### src/rtl/battle_dp_param.sv
// Turn-based battle datapath: a small programmable move table, a free-running
// Galois LFSR for AI move choice and accuracy rolls, and a fixed five-state
// turn sequencer that applies saturating damage to the defender's HP.

// One move-table slot: damage and accuracy, reloaded to its own defaults on reset.
module battle_dp_entry #(
    parameter int               HP_W     = 4,
    parameter int               ACC_W    = 4,
    parameter logic [HP_W-1:0]  RST_DMG  = '0,
    parameter logic [ACC_W-1:0] RST_ACCU = '0
) (
    input  logic             clk,
    input  logic             rst,
    input  logic             we,
    input  logic [HP_W-1:0]  wdmg,
    input  logic [ACC_W-1:0] waccu,
    output logic [HP_W-1:0]  dmg,
    output logic [ACC_W-1:0] accu
);

    // Slot storage; writes are already qualified by the sequencer being idle.
    always_ff @(posedge clk) begin
        if (!rst) begin
            dmg  <= RST_DMG;
            accu <= RST_ACCU;
        end else if (we) begin
            dmg  <= wdmg;
            accu <= waccu;
        end
    end

endmodule

module battle_dp_param #(
    parameter int          HP_W   = 4,
    parameter int          MOVE_W = 2,
    parameter int          ACC_W  = 4,
    parameter logic [15:0] SEED   = 16'hACE1
) (
    input  logic              clk,
    input  logic              rst,
    input  logic              stop,
    input  logic              turn_req,
    input  logic              attacker,
    input  logic [MOVE_W-1:0] p_move,
    input  logic              tbl_we,
    input  logic [MOVE_W-1:0] tbl_addr,
    input  logic [HP_W-1:0]   tbl_dmg,
    input  logic [ACC_W-1:0]  tbl_accu,
    output logic              busy,
    output logic              done,
    output logic              hit,
    output logic [HP_W-1:0]   p_hp,
    output logic [HP_W-1:0]   ai_hp,
    output logic [HP_W-1:0]   dmg,
    output logic [ACC_W-1:0]  accu,
    output logic [ACC_W-1:0]  roll,
    output logic              p_dead,
    output logic              ai_dead
);

    localparam int ENTRIES = 1 << MOVE_W;

    localparam logic [2:0] S_IDLE  = 3'd0;
    localparam logic [2:0] S_FETCH = 3'd1;
    localparam logic [2:0] S_ROLL  = 3'd2;
    localparam logic [2:0] S_APPLY = 3'd3;
    localparam logic [2:0] S_DONE  = 3'd4;

    // Default accuracy falls by two per slot and floors at zero.
    function automatic logic [ACC_W-1:0] rst_accu(input int idx);
        int v;
        v = (1 << ACC_W) - 1 - 2 * idx;
        return (v < 0) ? '0 : ACC_W'(v);
    endfunction

    logic [2:0]              state;
    logic [15:0]             lfsr;
    logic                    att_r;
    logic [MOVE_W-1:0]       move_r;
    logic                    accept;
    logic                    hit_now;
    logic [HP_W-1:0]         def_hp;
    logic [HP_W-1:0]         def_hp_next;

    logic [ENTRIES-1:0][HP_W-1:0]  dmg_tbl;
    logic [ENTRIES-1:0][ACC_W-1:0] accu_tbl;

    assign busy    = (state != S_IDLE);
    assign done    = (state == S_DONE);
    assign p_dead  = (p_hp == '0);
    assign ai_dead = (ai_hp == '0);

    // Requests are only honoured from idle with both fighters alive; nothing queues.
    assign accept = (state == S_IDLE) && turn_req && !p_dead && !ai_dead;

    // Full accuracy is a guaranteed hit even though roll can equal all-ones.
    assign hit_now = (roll < accu) || (accu == '1);

    assign def_hp      = att_r ? p_hp : ai_hp;
    assign def_hp_next = (dmg > def_hp) ? '0 : def_hp - dmg;

    genvar i;
    generate
        for (i = 0; i < ENTRIES; i++) begin : g_tbl
            localparam logic [HP_W-1:0]  RD = HP_W'(i + 1);
            localparam logic [ACC_W-1:0] RA = rst_accu(i);
            battle_dp_entry #(
                .HP_W    (HP_W),
                .ACC_W   (ACC_W),
                .RST_DMG (RD),
                .RST_ACCU(RA)
            ) u_entry (
                .clk  (clk),
                .rst  (rst),
                .we   (tbl_we && !busy && (tbl_addr == MOVE_W'(i))),
                .wdmg (tbl_dmg),
                .waccu(tbl_accu),
                .dmg  (dmg_tbl[i]),
                .accu (accu_tbl[i])
            );
        end
    endgenerate

    // Galois LFSR, x^16+x^14+x^13+x^11, shifting right; stop only freezes it.
    always_ff @(posedge clk) begin
        if (!rst)
            lfsr <= SEED;
        else if (!stop)
            lfsr <= {1'b0, lfsr[15:1]} ^ (lfsr[0] ? 16'hB400 : 16'h0000);
    end

    // Turn sequencer: capture, fetch, roll, apply, report; reset aborts cleanly.
    always_ff @(posedge clk) begin
        if (!rst) begin
            state  <= S_IDLE;
            att_r  <= 1'b0;
            move_r <= '0;
            dmg    <= '0;
            accu   <= '0;
            roll   <= '0;
            hit    <= 1'b0;
            p_hp   <= '1;
            ai_hp  <= '1;
        end else begin
            case (state)
                S_IDLE: begin
                    if (accept) begin
                        att_r  <= attacker;
                        move_r <= attacker ? lfsr[MOVE_W-1:0] : p_move;
                        state  <= S_FETCH;
                    end
                end
                S_FETCH: begin
                    dmg   <= dmg_tbl[move_r];
                    accu  <= accu_tbl[move_r];
                    state <= S_ROLL;
                end
                S_ROLL: begin
                    roll  <= lfsr[ACC_W+7:8];
                    state <= S_APPLY;
                end
                S_APPLY: begin
                    hit <= hit_now;
                    if (hit_now) begin
                        if (att_r)
                            p_hp <= def_hp_next;
                        else
                            ai_hp <= def_hp_next;
                    end
                    state <= S_DONE;
                end
                S_DONE: begin
                    state <= S_IDLE;
                end
                default: begin
                    state <= S_IDLE;
                end
            endcase
        end
    end

endmodule

### config.mk
export PLATFORM = sky130hd
export DESIGN_NAME = battle_dp_param
export DESIGN_NICKNAME = d
export VERILOG_FILES = /design/src/rtl/battle_dp_param.sv
export SDC_FILE = /design/constraint.sdc
export NUM_CORES = 1
export LEC_CHECK = 0
export CAP_MARGIN = 5
export CELL_PAD_IN_SITES_DETAIL_PLACEMENT = 0
export CELL_PAD_IN_SITES_GLOBAL_PLACEMENT = 1
export CORE_ASPECT_RATIO = 0.6
export CORE_MARGIN = 5
export CORE_UTILIZATION = 47
export DETAILED_ROUTE_END_ITERATION = 8
export PLACE_DENSITY = 0.81
export SYNTH_ARGS = -nofsm -noshare
export SYNTH_HDL_FRONTEND = slang
export SYNTH_SLANG_ARGS = --single-unit
### constraint.sdc
create_clock -name clk -period 4.1 [get_ports clk]
set_clock_uncertainty 0.2 [all_clocks]
set_input_delay 0.615 -clock clk [delete_from_list [all_inputs] [get_ports clk]]
set_output_delay 0.615 -clock clk [all_outputs]
set_load 0.1 [all_outputs]
==> Word-level counts from Yosys, hierarchy flattened <==
Index checks and enable logic that the tools add are counted.
Widths: inputs -> output; s select.
{ "totals": {"reg_bits": 75, "wordCells": 63} }
{ "op_classes": {"addsub": 1, "order_cmp": 3, "eq_ne": 9, "mux": 10, "bitwise_logic": 2, "reduce_logical": 20} }
{ "ops": {"columns": ["op", "count"], "rows": [
  ["$bmux 4 s2", 2],
  ["$mux 16", 1],
  ["$mux 4", 4],
  ["$xor 15x16->16", 1],
  ["$pmux 3 s4", 1],
  ["$logic_and 1x1->1", 8],
  ["$logic_not 4->1", 2],
  ["$eq 3x2->1 const B", 2],
  ["$reduce_and 3->1", 2],
  ["$eq 2x2->1 const B", 2],
  ["$eq 4x4->1 const B", 1],
  ["$gt 4x4->1", 1],
  ["$lt 4x4->1", 1],
  ["$sub 4x4->4", 1],
  ["$eq 3x1->1 const B", 1],
  ["$eq 3x3->1 const B", 1],
  ["$logic_not 1->1", 3],
  ["$logic_not 3->1", 1],
  ["$lt 2x3->1 const B", 1],
  ["$mux 3", 1],
  ["$reduce_bool 3->1", 1],
  ["$eq 2x1->1 const B", 1],
  ["$logic_not 2->1", 1],
  ["$mux 2", 1],
  ["4 further kinds", 4]
]} }

==> Depth between registers and ports, before layout <==
Gate-level depths: netlist of run 1.
{ "logic_depth": {"depth_word": 6, "ltp_mapped": 8} }

==> Cells and area by module <==
Synthesis of run 1 repeated with hierarchy kept, for this count alone.
{ "hier_totals": {"cells_unflattened": 325, "hier_area_um2": 3462.1} }
{ "modules_own_cells": {"columns": ["module", "instances", "cells_per_inst", "area_each_um2", "seq_area_each_um2"], "rows": [
  ["battle_dp_param", 1, 225, 2298.5, 860.8],
  ["battle_dp_entry at g_tbl[0].u_entry ...", 2, 25, 289.0, 160.2],
  ["battle_dp_entry at g_tbl[3].u_entry", 1, 25, 294.0, 160.2],
  ["battle_dp_entry at g_tbl[1].u_entry", 1, 25, 291.5, 160.2]
]} }

==> Least setup slack after synthesis of run 1 <==
OpenSTA, ideal clock, no wires.
{ "synth_path": {"kind": "register -> register", "from": "register p_hp[3]", "to": "register move_r[0]", "arrival_ps": 4366, "required_time_ps": 3784, "slack_ps": -582, "stages_incl_launch_ff": 4, "cell_sequence": "dfxtp_1 > nor4_1 > and4bb_2 > o211a_1"} }
{ "synth_via": {"elab_chain_cells": 5} }
{ "synth_rtl": {"columns": ["item", "line_no", "text"], "rows": [
  ["start, declared", "53", "output logic [HP_W-1:0] p_hp,"],
  ["start signal, assigned", "167", "p_hp <= def_hp_next;"],
  ["$logic_not 4->1", "91", "assign p_dead = (p_hp == '0);"],
  ["net p_dead", "58", "output logic p_dead,"],
  ["$logic_not 1->1", "95", "assign accept = (state == S_IDLE) && turn_req && !p_dead && !ai_dead;"],
  ["$logic_and 1x1->1 (2 in series)", "95", null],
  ["$reduce_and 2->1 (no line)", null, null],
  ["end signal, assigned", "150", "move_r <= attacker ? lfsr[MOVE_W-1:0] : p_move;"],
  ["end, declared", "80", "logic [MOVE_W-1:0] move_r;"]
]} }
The timed path passes the listed nets, and every way through them passes these cells.
A chain may end at the register's enable or synchronous reset.

==> Final worst setup path of run 1 <==
{ "layout_path": {"from": "register state[2]", "to": "output done"} }
{ "layout_via": {"elab_chain_cells": 1} }
{ "layout_rtl": {"columns": ["item", "line_no", "text"], "rows": [
  ["start, declared", "77", "logic [2:0] state;"],
  ["start signal, assigned", "136", "state <= S_IDLE;"],
  ["start signal, assigned", "151", "state <= S_FETCH;"],
  ["start signal, assigned", "157", "state <= S_ROLL;"],
  ["$eq 3x3->1", "90", "assign done = (state == S_DONE);"],
  ["end, declared", "51", "output logic done,"]
]} }
No other way between the ends.

==> results of run 1 <==
==> worst paths after layout <==
check / end / slack, ns / startpoint
worst min-delay path: lfsr[5]$_SDFFE_PN1N_ / 0.27 / lfsr[5]$_SDFFE_PN1N_
worst max-delay path: done / 1.04 / state[2]$_SDFFE_PN0P_
worst min register to register: lfsr[5]$_SDFFE_PN1N_ / 0.27 / lfsr[5]$_SDFFE_PN1N_
worst max register to register: p_hp[2]$_SDFFE_PN1P_ / 1.43 / att_r$_SDFFE_PN0P_
==> area by class of cell <==
type | count | area [sq um] | share of cell area [%]
multi-input combinational | 220 | 1850 | 44.1
sequential | 75 | 1500 | 35.8
timing repair buffer | 43 | 423 | 10.1
clock buffer | 12 | 246 | 5.87
tap | 104 | 130 | 3.10
inverter | 8 | 30.0 | 0.715
clock inverter | 3 | 15.0 | 0.358
==> power breakdown <==
group / internal, mW / switching [mW] / leakage (nW) / total (mW)
logic: 0.200 / 0.356 / 0.989 / 0.556
clock network: 0.419 / 0.275 / 0.132 / 0.694
registers: 0.786 / 0.0721 / 0.612 / 0.858
total: 1.41 / 0.703 / 1.73 / 2.11
==> layer usage <==
metal	routed length (microns)	vias to the layer above	track usage (%)
met2	2890	50	23.0
li1	-	1203	-
met5	0	-	0
met3	401	7	5.74
met4	92	0	6.04
met1	3770	1124	23.6
==> cell usage in the layout, fill, tap and decap left out, types with 4 or more instances in the layout <==
master	netlist	layout
dfxtp_1	75	75
mux2i_1	56	56
nand2_1	45	45
clkdlybuf4s50_1	0	41
nor2b_1	29	29
clkbuf_16	0	9
inv_1	8	8
mux4_2	8	8
a21boi_0	8	8
ha_1	7	7
nor2_1	5	5
nand3_1	5	5
o211ai_1	4	4
o311ai_1	4	4
==> cell families after synthesis <==
| kind of cell | count (synthesis) |
|---|---|
| AOI/OAI and AO/OA | 33 |
| muxes | 66 |
| and+or+nand+nor | 107 |
| DFF | 75 |
| adders and majority gates | 8 |
| buffers and inverters | 30 |
| xor gates and xnor gates | 6 |
==> sequential cells by signal, summed over array words and instances (netlist names) <==
| signal | cells |
|---|---|
| lfsr | 16 |
| accu | 4 |
| g_tbl.u_entry.accu | 16 |
| move_r | 2 |
| att_r | 1 |
| dmg | 4 |
| state | 3 |
| roll | 4 |
| g_tbl.u_entry.dmg | 16 |
| hit | 1 |
| p_hp | 4 |
| ai_hp | 4 |
==> per-stage QoR <==
step / util [%] / std cells / hold WS (ns) / cell area [sq um] / setup WS (ns)
final: 57.8 / 465 / 0.272 / 4200 / 1.04
after global routing: 57.8 / 465 / 0.293 / 4200 / 0.918
after CTS: 57.8 / 465 / 0.274 / 4200 / 1.02
after detailed placement: 54.2 / 450 / 0.260 / 3940 / 1.39
after global placement: 54.2 / 450 / 0.253 / 3940 / 1.37
after floorplan: - / 325 / 0.237 / 3510 / 0.631
==> worst register-to-register path: cells and delay by family (launching register included) <==
| kind | cells | cell delay [ns] |
|---|---|---|
| muxes | 1 | 0.39 |
| DFF | 1 | 0.59 |
| and+or+nand+nor | 2 | 0.64 |
| adders and majority gates | 1 | 0.31 |
| AOI/OAI and AO/OA | 2 | 0.36 |
==> key figures, run 1 <==
Run status
  • Outcome: finished, final reports clean

GRT
  • Global route overflow: 0
  • Largest net degree at the start of global routing: 39
  • Vias in the first global route: around 2.4k
  • Overall Global Routing Usage: ~17%
  • Global-route wire length before repair: between 10 and 15 mm
  • Initial antenna violation count: 0

Synthesis
  • Post-synthesis mux area share: between 20% and 30%
  • Top post-synthesis cells by count: dfxtp_1 (75), mux2i_1 (56), nand2_1 (45)
  • Cells after Synth: between 300 and 400
  • Area share of the largest cell type after synthesis: ~43%
  • Yosys warns: 0
  • Synth top area cells: dfxtp_1 (43%), mux2i_1 (16%), nor2b_1 (5.2%), mux4_2 (5.2%), nand2_1 (4.8%)
  • Synth cell types: 45
  • Mapped Nets: roughly 350
  • Largest family of logic cells by synthesized area: multiplexers
  • Compound-Gate Fraction of Synth Area: between 8 and 9%
  • Synthesized area: roughly 0.0035 sq mm
  • Yosys reg bits: 75
  • Synth Flop Type: dfxtp_1
  • Post-Synth XOR/XNOR Area: between 1.5 and 2%
  • Seq/Total Area, Yosys: a little over two fifths
  • Simple-gate share of the synthesized area: around 18%
  • Synth Area in Adders: between 3 and 4%
  • Async S/R FF share, synth: 0%
  • Avg Cell Area, Syn: 10.8 sq um
  • Post-synth EDFFs: 0
  • Count leader, synth: dfxtp_1
  • Synth area leader: dfxtp_1

Min path
  • Worst hold stages: 2
  • Worst hold-check path type: reg2reg

Drt
  • Drt total wl: 7.16 mm
  • Drt wl/cell: approximately 15 microns
  • DRT Pass-1 Iters: 4
  • Initial DRC count: between 100 and 150
  • Final ANT Viol Nets: 0
  • DR DRC count: 0
  • Via count: 2384
  • Drt via density: about 5

Clock network
  • Clock-pin transition on the worst setup and hold timing paths: 0.05 ns
  • Resized cells post-CTS: 0
  • Htree depth: 3
  • CTS tree: yes
  • Clk buf depth: 2
  • Latest clock arrival within the worst-skew pair: roughly 0.33 ns
  • Clk root buf: clkbuf_16
  • CTS sink count: 75
  • Cts hold-fix bufs: 0
  • Total CTS buffers: 9
  • Post-CTS setup buffers: 0

Setup path
  • Crit path depth: 2
  • CP endpoint kind: primary output
  • Max stage delay cell, worst path: clkdlybuf4s50_1
  • Startpoint types: register
  • Crit path buf inv count: 1
  • Max stage delay on crit path: 1.16 ns
  • Worst Reg2Reg Path Length in Cells: 6
  • CP Data Arrival Time: 2.24 ns
  • Critical path required time: approximately 3.3 ns
  • Crit Path Class: reg2out
  • Crit path cell chain: nor3b_1, clkdlybuf4s50_1
  • Crit path max-delay family: buffers and inverters
  • Maximum fanout along the worst path: 8

STA
  • Max-slew violations: 0
  • Worst-margin pin slew: a little under 1 ns
  • RSZ-0062 raised after global routing: no
  • Setup TNS: 0 ns
  • Slew HR: 34.8%
  • Post-layout min period: about 3.1 ns
  • Fin crit share: between 70% and 80%
  • Final setup violating endpoints: 0
  • Max frequency: around 330 MHz
  • Final Hold Vio Count: 0

Power
  • Pwr Density: ~500 mW/mm^2
  • Leak pwr: between 1.5 and 2 nW
  • Worst vdd rail ir drop: between 0.2 and 0.3 mV
  • Total power: roughly 2.1 mW

Floorplan
  • Starting Density: around half
  • I/O Pins: between 40 and 50
  • Core area: ~0.0073 sq mm
  • Die area: between 0.009 and 0.01 sq mm
  • Die H: ~77 microns
  • Std-Cell Rows: 24
  • Die Width: 121 microns

Placement
  • Input/output buffers: between 40 and 50
  • Global placer's final weighted congestion: between 0.7 and 0.8
  • Dpl hpwl: a little over 5 mm

Finish
  • Layout cell share with drive strength beyond 1: about an eighth
  • Ant diodes: 0
  • Fin nets: about 380
  • Area Growth Syn to Fin: 20.0%
  • Filler instances: between 600 and 700

Run
  • MaxCap Viol Count: 0
(Power assumes the default switching activity.)
==> run 2, diff against run 1 <==
--- a/config.mk
+++ b/config.mk
@@ -10,9 +10,9 @@
 export CELL_PAD_IN_SITES_GLOBAL_PLACEMENT = 1
 export CORE_ASPECT_RATIO = 0.6
 export CORE_MARGIN = 5
-export CORE_UTILIZATION = 47
+export CORE_UTILIZATION = 39
 export DETAILED_ROUTE_END_ITERATION = 8
-export PLACE_DENSITY = 0.81
+export PLACE_DENSITY = 0.72
 export SYNTH_ARGS = -nofsm -noshare
 export SYNTH_HDL_FRONTEND = slang
 export SYNTH_SLANG_ARGS = --single-unit
==> constraint.sdc (replaced) <==
create_clock -name clk -period 2.8 [get_ports clk]
set_clock_uncertainty 0.2 [all_clocks]
set_input_delay 0.42 -clock clk [delete_from_list [all_inputs] [get_ports clk]]
set_output_delay 0.42 -clock clk [all_outputs]
set_load 0.1 [all_outputs]
==> key figures, run 2 (synthesis gave the netlist of run 1 again) <==
Power
  • Pwr Density: between 700 and 800 mW/mm^2
  • Leak pwr: 1.85 nW
  • Worst vdd rail ir drop: 0.342 mV

GRT
  • Initial antenna violation count: 0
  • Largest net degree at the start of global routing: 37
  • Global-route wire length before repair: 12.9 mm
  • Vias in the first global route: around 2.5k
  • Global route overflow: 0
  • Overall Global Routing Usage: between 10 and 15%

Clock network
  • Latest clock arrival within the worst-skew pair: between 0.3 and 0.4 ns
  • Resized cells post-CTS: 0
  • Htree depth: 3
  • Clk buf depth: 2
  • Cts hold-fix bufs: 0
  • Clk root buf: clkbuf_16
  • Post-CTS setup buffers: 0
  • Total CTS buffers: 9
  • CTS sink count: between 70 and 80
  • Clock-pin transition on the worst setup and hold timing paths: approximately 0.060 ns
  • CTS tree: yes

Finish
  • Fin nets: 390
  • Commonest non-fill, non-tap cell in the layout: dfxtp_1
  • Layout cell share with drive strength beyond 1: 21.1%
  • Area Growth Syn to Fin: 21.6%
  • Ant diodes: 0
  • Commonest non-fill, non-tap cells in the layout: dfxtp_1 (75), mux2i_1 (56), nand2_1 (45)
  • Filler instances: a little over 800
  • Top flop regs: g_tbl.u_entry.accu x16, g_tbl.u_entry.dmg x16, lfsr x16

Floorplan
  • Std-Cell Rows: 26
  • Die area: approximately 0.011 sq mm
  • Die Width: roughly 130 microns
  • I/O Pins: 43
  • Starting Density: 40.6%
  • Die H: 83.4 microns
  • Core area: 0.00862 sq mm

STA
  • Slew HR: 55.6%
  • Final Hold Vio Count: 0
  • Worst-margin pin slew: 0.666 ns
  • RSZ-0062 raised after global routing: no
  • Worst hold margin: roughly 0.27 ns
  • Max frequency: just under 400 MHz
  • Final worst slack: about 0.26 ns
  • Final setup violating endpoints: 0
  • Post-layout min period: between 2 and 3 ns
  • Setup TNS: 0 ns
  • Max-slew violations: 0
  • Fin crit share: about 91%

Drt
  • DR DRC count: 0
  • DRT Pass-1 Iters: 4
  • Initial DRC count: 103
  • Drt via density: between 5 and 6
  • Via count: between 2k and 2.5k
  • Drt total wl: between 7 and 8 mm
  • Final ANT Viol Nets: 0
  • Drt wl/cell: ~16 microns

Setup path
  • Worst Reg2Reg Path Length in Cells: 6
  • Crit Path Class: reg2reg
  • Startpoint types: register
  • CP Data Arrival Time: 2.50 ns
  • Maximum fanout along the worst path: 8
  • CP endpoint kind: register
  • Critical path required time: between 2 and 3 ns

Placement
  • Input/output buffers: 42
  • Dpl hpwl: between 5 and 6 mm
  • DP Worst Slack: 0.324 ns
  • Global placer's final weighted congestion: around 0.85

Run
  • MaxCap Viol Count: 0

Min path
  • Worst hold-check path type: reg2reg
  • Worst hold stages: 2

Run status
  • Outcome: finished, final reports clean
-- run 2: final cells by class --
class                           instances  area, sq um  area share (%)
Clock buffer                           11          243            5.71
Tap cell                              112          140            3.29
Clock inverter                          5         52.6            1.24
Inverter                                8         30.0           0.706
Multi-Input combinational cell        220         1870            44.1
Sequential cell                        75         1500            35.3
Timing Repair Buffer                   50          413            9.71
-- run 2: path summary, 6_finish.rpt --
check	start	slack, ns	end
max	att_r$_SDFFE_PN0P_	0.26	p_hp[2]$_SDFFE_PN1P_
max reg2reg	att_r$_SDFFE_PN0P_	0.26	p_hp[2]$_SDFFE_PN1P_
min reg2reg	g_tbl[3].u_entry.accu[3]$_SDFFE_PN1P_	0.27	g_tbl[3].u_entry.accu[3]$_SDFFE_PN1P_
min	g_tbl[3].u_entry.accu[3]$_SDFFE_PN1P_	0.27	g_tbl[3].u_entry.accu[3]$_SDFFE_PN1P_
-- run 2: critical path, stage by stage (launching register included) --
cell and delay, ns:
dfxtp_1 0.42, mux2_2 0.37, ha_1 0.32, nor2b_1 0.14, o21ai_0 0.15, nor2b_1 0.56, o311ai_0 0.21
-- run 2: per-stage QoR --
step	power, mW	utilization (%)	cells	instance area (sq um)
2_1_floorplan	1.92	-	325	3530
3_3_place_gp	2.09	45.9	465	3960
3_5_place_dp	2.10	45.9	465	3960
4_1_cts	3.26	49.3	481	4250
5_1_grt	3.37	49.3	481	4250
6_report	3.22	49.3	481	4250
-- run 2: where the power goes --
part | total (mW) | switching (mW) | internal, mW
registers | 1.25 | 0.103 | 1.15
logic | 0.820 | 0.532 | 0.288
clock network | 1.14 | 0.435 | 0.709
-- run 2: layer usage --
metal	GRT usage, %	up-vias	wire [microns]
met5	0	-	0
met4	2.77	0	65
met3	6.52	7	487
met2	20.1	57	3100
met1	20.9	1158	3950
li1	-	1226	-
